$ cat src/rtl/decode_pipe_stage_if.sv
// Fetch-to-decode handshake plus the registered decode bundle consumed by execute.
interface decode_pipe_stage_if #(
   parameter int N = 32
);
   logic          if_valid;
   logic          if_ready;
   logic [31:0]   if_inst;
   logic [N-1:0]  if_pc;

   logic          id_valid;
   logic [2:0]    id_cond;
   logic [1:0]    id_op;
   logic          id_imm_flag;
   logic [4:0]    id_cmd;
   logic [3:0]    id_rd;
   logic [3:0]    id_a1;
   logic [3:0]    id_a2;
   logic [N-1:0]  id_rd1;
   logic [N-1:0]  id_rd2;
   logic [N-1:0]  id_imm_ext;

   modport master (
      output if_valid, if_inst, if_pc,
      input  if_ready,
      input  id_valid, id_cond, id_op, id_imm_flag, id_cmd, id_rd,
      input  id_a1, id_a2, id_rd1, id_rd2, id_imm_ext
   );

   modport slave (
      input  if_valid, if_inst, if_pc,
      output if_ready,
      output id_valid, id_cond, id_op, id_imm_flag, id_cmd, id_rd,
      output id_a1, id_a2, id_rd1, id_rd2, id_imm_ext
   );
endinterface

$ cat src/rtl/decode_pipe_stage.sv
// Decode stage with IF/ID register, 16-entry regfile (write bypass, PC substitution), imm extend.
// One-cycle latency; stall holds ID, flush kills it, a load-use dependency inserts one bubble.
module decode_pipe_stage #(
   parameter int N         = 32,
   parameter int PC_REG    = 15,
   parameter int PC_OFFSET = 8
) (
   input  logic          clk,
   input  logic          reset,
   decode_pipe_stage_if.slave bus,
   input  logic          stall_in,
   input  logic          flush,
   input  logic          reg_src_a1,
   input  logic          reg_src_a2,
   input  logic          wb_en,
   input  logic [3:0]    wb_addr,
   input  logic [N-1:0]  wb_data,
   output logic          hazard,
   output logic [N-1:0]  dbg_r0,
   output logic [N-1:0]  dbg_r1
);
   localparam logic [3:0] PC_IDX = 4'(PC_REG);

   typedef struct packed {
      logic [2:0]    cond;
      logic [1:0]    op;
      logic          imm_flag;
      logic [4:0]    cmd;
      logic [3:0]    rd;
      logic [3:0]    a1;
      logic [3:0]    a2;
      logic [N-1:0]  rd1;
      logic [N-1:0]  rd2;
      logic [N-1:0]  imm_ext;
      logic          is_load;
   } id_t;

   logic [N-1:0] rf_q [16];
   logic [N-1:0] rf_d [16];
   id_t          id_q, id_d, dec;
   logic         id_valid_q, id_valid_d;

   logic [3:0]   rn, rs;
   logic [N-1:0] pc_rd;
   logic [63:0]  br_ext, zx_ext;

   // Writes to the PC alias are dropped so that entry stays at zero forever.
   always_comb begin
      rf_d = rf_q;
      if (wb_en && wb_addr != PC_IDX) begin
         rf_d[wb_addr] = wb_data;
      end
   end

   always_comb begin
      dec          = '0;
      dec.cond     = bus.if_inst[31:29];
      dec.op       = bus.if_inst[28:27];
      dec.imm_flag = bus.if_inst[26];
      dec.cmd      = bus.if_inst[25:21];
      dec.rd       = bus.if_inst[20:17];
      rn           = bus.if_inst[16:13];
      rs           = bus.if_inst[3:0];
      dec.a1       = reg_src_a1 ? PC_IDX : rn;
      dec.a2       = reg_src_a2 ? dec.rd : rs;
      dec.is_load  = (dec.op == 2'b01) && dec.cmd[0];

      pc_rd  = bus.if_pc + N'(PC_OFFSET);
      dec.rd1 = (dec.a1 == PC_IDX)                 ? pc_rd   :
                (wb_en && wb_addr == dec.a1)       ? wb_data : rf_q[dec.a1];
      dec.rd2 = (dec.a2 == PC_IDX)                 ? pc_rd   :
                (wb_en && wb_addr == dec.a2)       ? wb_data : rf_q[dec.a2];

      br_ext = {{38{bus.if_inst[23]}}, bus.if_inst[23:0], 2'b00};
      zx_ext = {51'b0, bus.if_inst[12:0]};
      if (dec.op == 2'b10) begin
         dec.imm_ext = br_ext[N-1:0];
      end else if (dec.imm_flag) begin
         dec.imm_ext = zx_ext[N-1:0];
      end else begin
         dec.imm_ext = '0;
      end
   end

   assign hazard = bus.if_valid && id_valid_q && id_q.is_load && !flush &&
                   (id_q.rd == dec.a1 || id_q.rd == dec.a2) && id_q.rd != PC_IDX;

   assign bus.if_ready = !reset && (flush || (!stall_in && !hazard));

   always_comb begin
      id_d       = id_q;
      id_valid_d = id_valid_q;
      if (flush) begin
         id_valid_d = 1'b0;
      end else if (stall_in) begin
         id_valid_d = id_valid_q;
      end else if (hazard) begin
         id_valid_d = 1'b0;
      end else if (bus.if_valid) begin
         id_d       = dec;
         id_valid_d = 1'b1;
      end else begin
         id_valid_d = 1'b0;
      end
   end

   always_ff @(posedge clk) begin
      if (reset) begin
         for (int i = 0; i < 16; i++) begin
            rf_q[i] <= '0;
         end
         id_q       <= '0;
         id_valid_q <= 1'b0;
      end else begin
         rf_q       <= rf_d;
         id_q       <= id_d;
         id_valid_q <= id_valid_d;
      end
   end

   assign bus.id_valid    = id_valid_q;
   assign bus.id_cond     = id_q.cond;
   assign bus.id_op       = id_q.op;
   assign bus.id_imm_flag = id_q.imm_flag;
   assign bus.id_cmd      = id_q.cmd;
   assign bus.id_rd       = id_q.rd;
   assign bus.id_a1       = id_q.a1;
   assign bus.id_a2       = id_q.a2;
   assign bus.id_rd1      = id_q.rd1;
   assign bus.id_rd2      = id_q.rd2;
   assign bus.id_imm_ext  = id_q.imm_ext;
   assign dbg_r0          = rf_q[0];
   assign dbg_r1          = rf_q[1];
endmodule

$ cat src/flat_wrapper.sv
// flat-port wrapper written by rule: the top's interface ports become plain ports
module decode_pipe_stage_flat 
#(
   parameter int N         = 32,
   parameter int PC_REG    = 15,
   parameter int PC_OFFSET = 8
)
  (clk, reset, stall_in, flush, reg_src_a1, reg_src_a2, wb_en, wb_addr, wb_data, hazard, dbg_r0, dbg_r1, bus_if_valid, bus_if_inst, bus_if_pc, bus_if_ready, bus_id_valid, bus_id_cond, bus_id_op, bus_id_imm_flag, bus_id_cmd, bus_id_rd, bus_id_a1, bus_id_a2, bus_id_rd1, bus_id_rd2, bus_id_imm_ext);
  decode_pipe_stage_if #(.N(N)) bus_i ();
  input  logic clk;
  input  logic reset;
  input  logic stall_in;
  input  logic flush;
  input  logic reg_src_a1;
  input  logic reg_src_a2;
  input  logic wb_en;
  input  logic [3:0] wb_addr;
  input  logic [N-1:0] wb_data;
  output logic hazard;
  output logic [N-1:0] dbg_r0;
  output logic [N-1:0] dbg_r1;
  input wire logic [$bits(bus_i.if_valid)-1:0] bus_if_valid;
  input wire logic [$bits(bus_i.if_inst)-1:0] bus_if_inst;
  input wire logic [$bits(bus_i.if_pc)-1:0] bus_if_pc;
  output wire logic [$bits(bus_i.if_ready)-1:0] bus_if_ready;
  output wire logic [$bits(bus_i.id_valid)-1:0] bus_id_valid;
  output wire logic [$bits(bus_i.id_cond)-1:0] bus_id_cond;
  output wire logic [$bits(bus_i.id_op)-1:0] bus_id_op;
  output wire logic [$bits(bus_i.id_imm_flag)-1:0] bus_id_imm_flag;
  output wire logic [$bits(bus_i.id_cmd)-1:0] bus_id_cmd;
  output wire logic [$bits(bus_i.id_rd)-1:0] bus_id_rd;
  output wire logic [$bits(bus_i.id_a1)-1:0] bus_id_a1;
  output wire logic [$bits(bus_i.id_a2)-1:0] bus_id_a2;
  output wire logic [$bits(bus_i.id_rd1)-1:0] bus_id_rd1;
  output wire logic [$bits(bus_i.id_rd2)-1:0] bus_id_rd2;
  output wire logic [$bits(bus_i.id_imm_ext)-1:0] bus_id_imm_ext;
  assign bus_i.if_valid = bus_if_valid;
  assign bus_i.if_inst = bus_if_inst;
  assign bus_i.if_pc = bus_if_pc;
  assign bus_if_ready = bus_i.if_ready;
  assign bus_id_valid = bus_i.id_valid;
  assign bus_id_cond = bus_i.id_cond;
  assign bus_id_op = bus_i.id_op;
  assign bus_id_imm_flag = bus_i.id_imm_flag;
  assign bus_id_cmd = bus_i.id_cmd;
  assign bus_id_rd = bus_i.id_rd;
  assign bus_id_a1 = bus_i.id_a1;
  assign bus_id_a2 = bus_i.id_a2;
  assign bus_id_rd1 = bus_i.id_rd1;
  assign bus_id_rd2 = bus_i.id_rd2;
  assign bus_id_imm_ext = bus_i.id_imm_ext;
  decode_pipe_stage #(.N(N), .PC_REG(PC_REG), .PC_OFFSET(PC_OFFSET)) u_core (.clk(clk), .reset(reset), .bus(bus_i), .stall_in(stall_in), .flush(flush), .reg_src_a1(reg_src_a1), .reg_src_a2(reg_src_a2), .wb_en(wb_en), .wb_addr(wb_addr), .wb_data(wb_data), .hazard(hazard), .dbg_r0(dbg_r0), .dbg_r1(dbg_r1));
endmodule
$ cat config.mk
export PLATFORM = sky130hd
export DESIGN_NAME = decode_pipe_stage_flat
export DESIGN_NICKNAME = d
export VERILOG_FILES = /design/src/rtl/decode_pipe_stage_if.sv /design/src/rtl/decode_pipe_stage.sv /design/src/flat_wrapper.sv
export SDC_FILE = /design/constraint.sdc
export NUM_CORES = 2
export LEC_CHECK = 0
export ABC_CLOCK_PERIOD_IN_PS = 3050
export BUFFER_PORTS_ARGS = -buffer_cell sky130_fd_sc_hd__buf_2
export CORE_MARGIN = 2
export CORE_UTILIZATION = 35
export DETAILED_ROUTE_END_ITERATION = 12
export PLACE_DENSITY_LB_ADDON = 0.15
export SYNTH_ARGS = -nofsm -noshare
export SYNTH_HDL_FRONTEND = slang
export SYNTH_SLANG_ARGS = --single-unit
export TNS_END_PERCENT = 1
$ cat constraint.sdc
create_clock -name clk -period 3.05 [get_ports clk]
set_input_delay 0.1525 -clock clk [delete_from_list [all_inputs] [get_ports clk]]
set_output_delay 0.1525 -clock clk [all_outputs]
set_load 0.03 [all_outputs]
==> summary.txt <==
Worst setup SP type - register
Syn Nets - 4306
power share of the combinational group - 0.137
standard-cell rows - 113
hold path startpoint - wb_data[0]
hold violation total from the final report - 0
EDFF count, synth - 0
CP arrival - 3.33 ns
commonest non-fill, non-tap cell in the layout - nand2_1
number of global-route vias before repair - 30084
Layout Skew - 0.0364 ns
worst min path class - in2reg
switching part of the total power - 0.284
Flop pwr share - 0.414
largest net degree at the start of global routing - 88
hpwl dp - 100000 um
Clk pwr share - 0.449
Pwr Density - 526 nW/um^2
Placer Congestion - 0.942
placed cell area - 35700 um^2
Worst-Skew Late Latency - 0.63 ns
Fin Hold WS - 0.0163 ns
Vias/cell - 5.77
r2r startpoint - u_core.bus.id_rd[0]$_SDFFE_PP0P_
Mapped Cells - 4197
register-to-register setup slack - 0.28 ns
Post-Route WL - 150000 um
Initial Utilization - 0.353
Post-synth ARST share - 0
minimum clock period - 2.77 ns
Total Die Area - 98200 um^2
RSZ-0062 raised after global routing - no
Max Transition Viols Final - 0
Root Driver - clkbuf_16
post-layout net count - 4350
Distinct cells, synth - 70
Worst Setup Path Type - reg2reg
actual slew at the worst max-slew pin - 1.16 ns
core box area - 94900 um^2
gr usage total - 0.295
FF+latch area - 12600 um^2
setup bufs post-CTS - 0
Pint - 14.6 mW
Reg2Reg Depth - 10
Area growth syn-to-layout - 16.0%
Synth Area per Inst - 7.98 um^2
Synth Flop Type - dfxtp_1
H-tree depth - 3
Synth Warn # - 0
post-synthesis sequential area ratio - 0.375
CTS Hold Bufs - 72
Worst setup startpoint - u_core.bus.id_rd[0]$_SDFFE_PP0P_
Fmax - 0.361 GHz
fillers - 9705
initial antenna violation count - 13
total congestion overflow - 0
P_leak - 13.8 nW
FF-to-FF End - u_core.bus.id_imm_ext[11]$_SDFFE_PP0P_
Die Height - 313 um
number of antenna-violating nets in the routed design - 0
count of input and output buffers - 293
Non-Filler Instances - 5566
Final Power - 20.4 mW
Clk pin slew, worst setup/hold paths - 0.06 ns
DRC viols - 0
outcome - complete, no violations
placed cells - 5358
Finish-stage setup viols - 0
Finished Cell Area - 38800 um^2
CTS tree - done
Die X - 313 um
Critical Path End Type - register
vias - 32130
Multi-input gate area - 17900 um^2
Crit Path Max Fanout - 58
most frequent cells in the layout - nand2_1 (1097), dfxtp_1 (627), a21oi_1 (575), buf_2 (289), mux2i_1 (206)
Max Cap Violations - 0
CTS resizes - 0
critical path required time - 3.60 ns
Final period util - 0.909
first-pass GRT wire length - 216000 um
Clock Sinks - 627
CTS Buf Count - 74
Setup crit end - u_core.bus.id_imm_ext[11]$_SDFFE_PP0P_
Post-Syn Area - 33500 um^2
drt initial violations - 3755
Setup TNS - 0 ns
DR WL/cell - 27.0 um
CTS Buffer Depth - 3
layout cells sized above 1 - 0.180
I/O pin count - 294
P_sw - 5.80 mW
Synth Register Bits - 627
Pre-Repair DR Iteration Count - 6
Max rail drop VDD - 0.316 mV
Slew headroom - 0.230
-- power by group through the flow --
stage	logic (mW)	registers [mW]	clock network, mW
6_report	2.80	8.47	9.18
3_5_place_dp	2.66	8.64	0
4_1_cts	2.74	8.46	9.29
5_1_grt	2.90	8.48	9.61
2_1_floorplan	1.60	8.58	0
3_3_place_gp	2.66	8.64	0
-- logic make-up after synthesis --
kind of cell / Yosys count / share of synthesized area
and+or+nand+nor: 1536 / 0.193
AOI/OAI and AO/OA: 1076 / 0.200
DFF: 627 / 0.375
buffers and inverters: 615 / 0.0975
muxes: 303 / 0.124
xor gates and xnor gates: 39 / 0.0102
adders and majority gates: 1 / 0.000374
-- state kept, by name (all words and copies together), names as in the netlist, 5 cells and up --
signal	cells
u_core.rf_q	448
u_core.bus.id_rd1	32
u_core.dbg_r0	32
u_core.bus.id_cmd	5
u_core.bus.id_rd2	32
u_core.bus.id_imm_ext	26
u_core.dbg_r1	32
-- critical path, cell delays in order, from the launching register on --
cell,delay [ns]
dfxtp_1,0.49
xnor2_1,0.12
a21oi_1,0.13
o22ai_1,0.09
a32o_2,0.27
a21oi_4,0.16
buf_12,0.31
buf_12,0.23
nor2_1,0.06
a311oi_1,0.24
dlygate4sd3_1,0.59
-- how the worst min path moves through the flow --
| stage | end | depth (start not counted) |
|---|---|---|
| 5_1_grt | u_core.rf_q[408]$_SDFFE_PP0P_ | 3 |
| 6_report | u_core.dbg_r0[0]$_SDFFE_PP0P_ | 3 |
| 3_3_place_gp | u_core.bus.id_valid$_SDFFE_PP0N_ | 2 |
| 4_1_cts | u_core.bus.id_rd1[21]$_SDFFE_PP0P_ | 5 |
| 2_1_floorplan | u_core.bus.id_valid$_SDFFE_PP0N_ | 1 |
| 3_5_place_dp | u_core.bus.id_valid$_SDFFE_PP0N_ | 2 |
-- cell usage after synthesis, drive strengths merged, types with 49 or more instances --
cell type     n  area (um^2)
nand2      1097         4120
dfxtp       627        12600
a21oi       578         2900
clkbuf      318         1190
buf         294         2060
mux2i       210         2120
nor2        162          611
mux4         88         1980
o22ai        84          526
nor2b        70          438
nand3        66          330
o21ai        65          325
o221ai       49          429
-- metal layers --
layer  part of all wire  global-route usage  routed length (um)
met5            0.00055                   0                  83
met4              0.045               0.125                6780
met3              0.092              0.0667               13800
met2               0.45               0.458               67000
met1               0.42               0.392               62800
-- per-stage QoR --
stage | util | setup WS, ns
floorplan | - | 0.892
global placement | 0.376 | 0.316
detailed placement | 0.376 | 0.264
CTS | 0.409 | 0.309
global route | 0.409 | 0.140
finish | 0.409 | 0.278
-- cell type report --
class	count	area share
repair buffers	580	0.111
well taps	1265	0.0407
flip-flops and latches	627	0.323
multi-input cells	2955	0.461
inverters	3	0.000290
diodes	1	0.0000644
clock buffers	114	0.0578
clock inverters	21	0.00557
(Power assumes the default switching activity.)
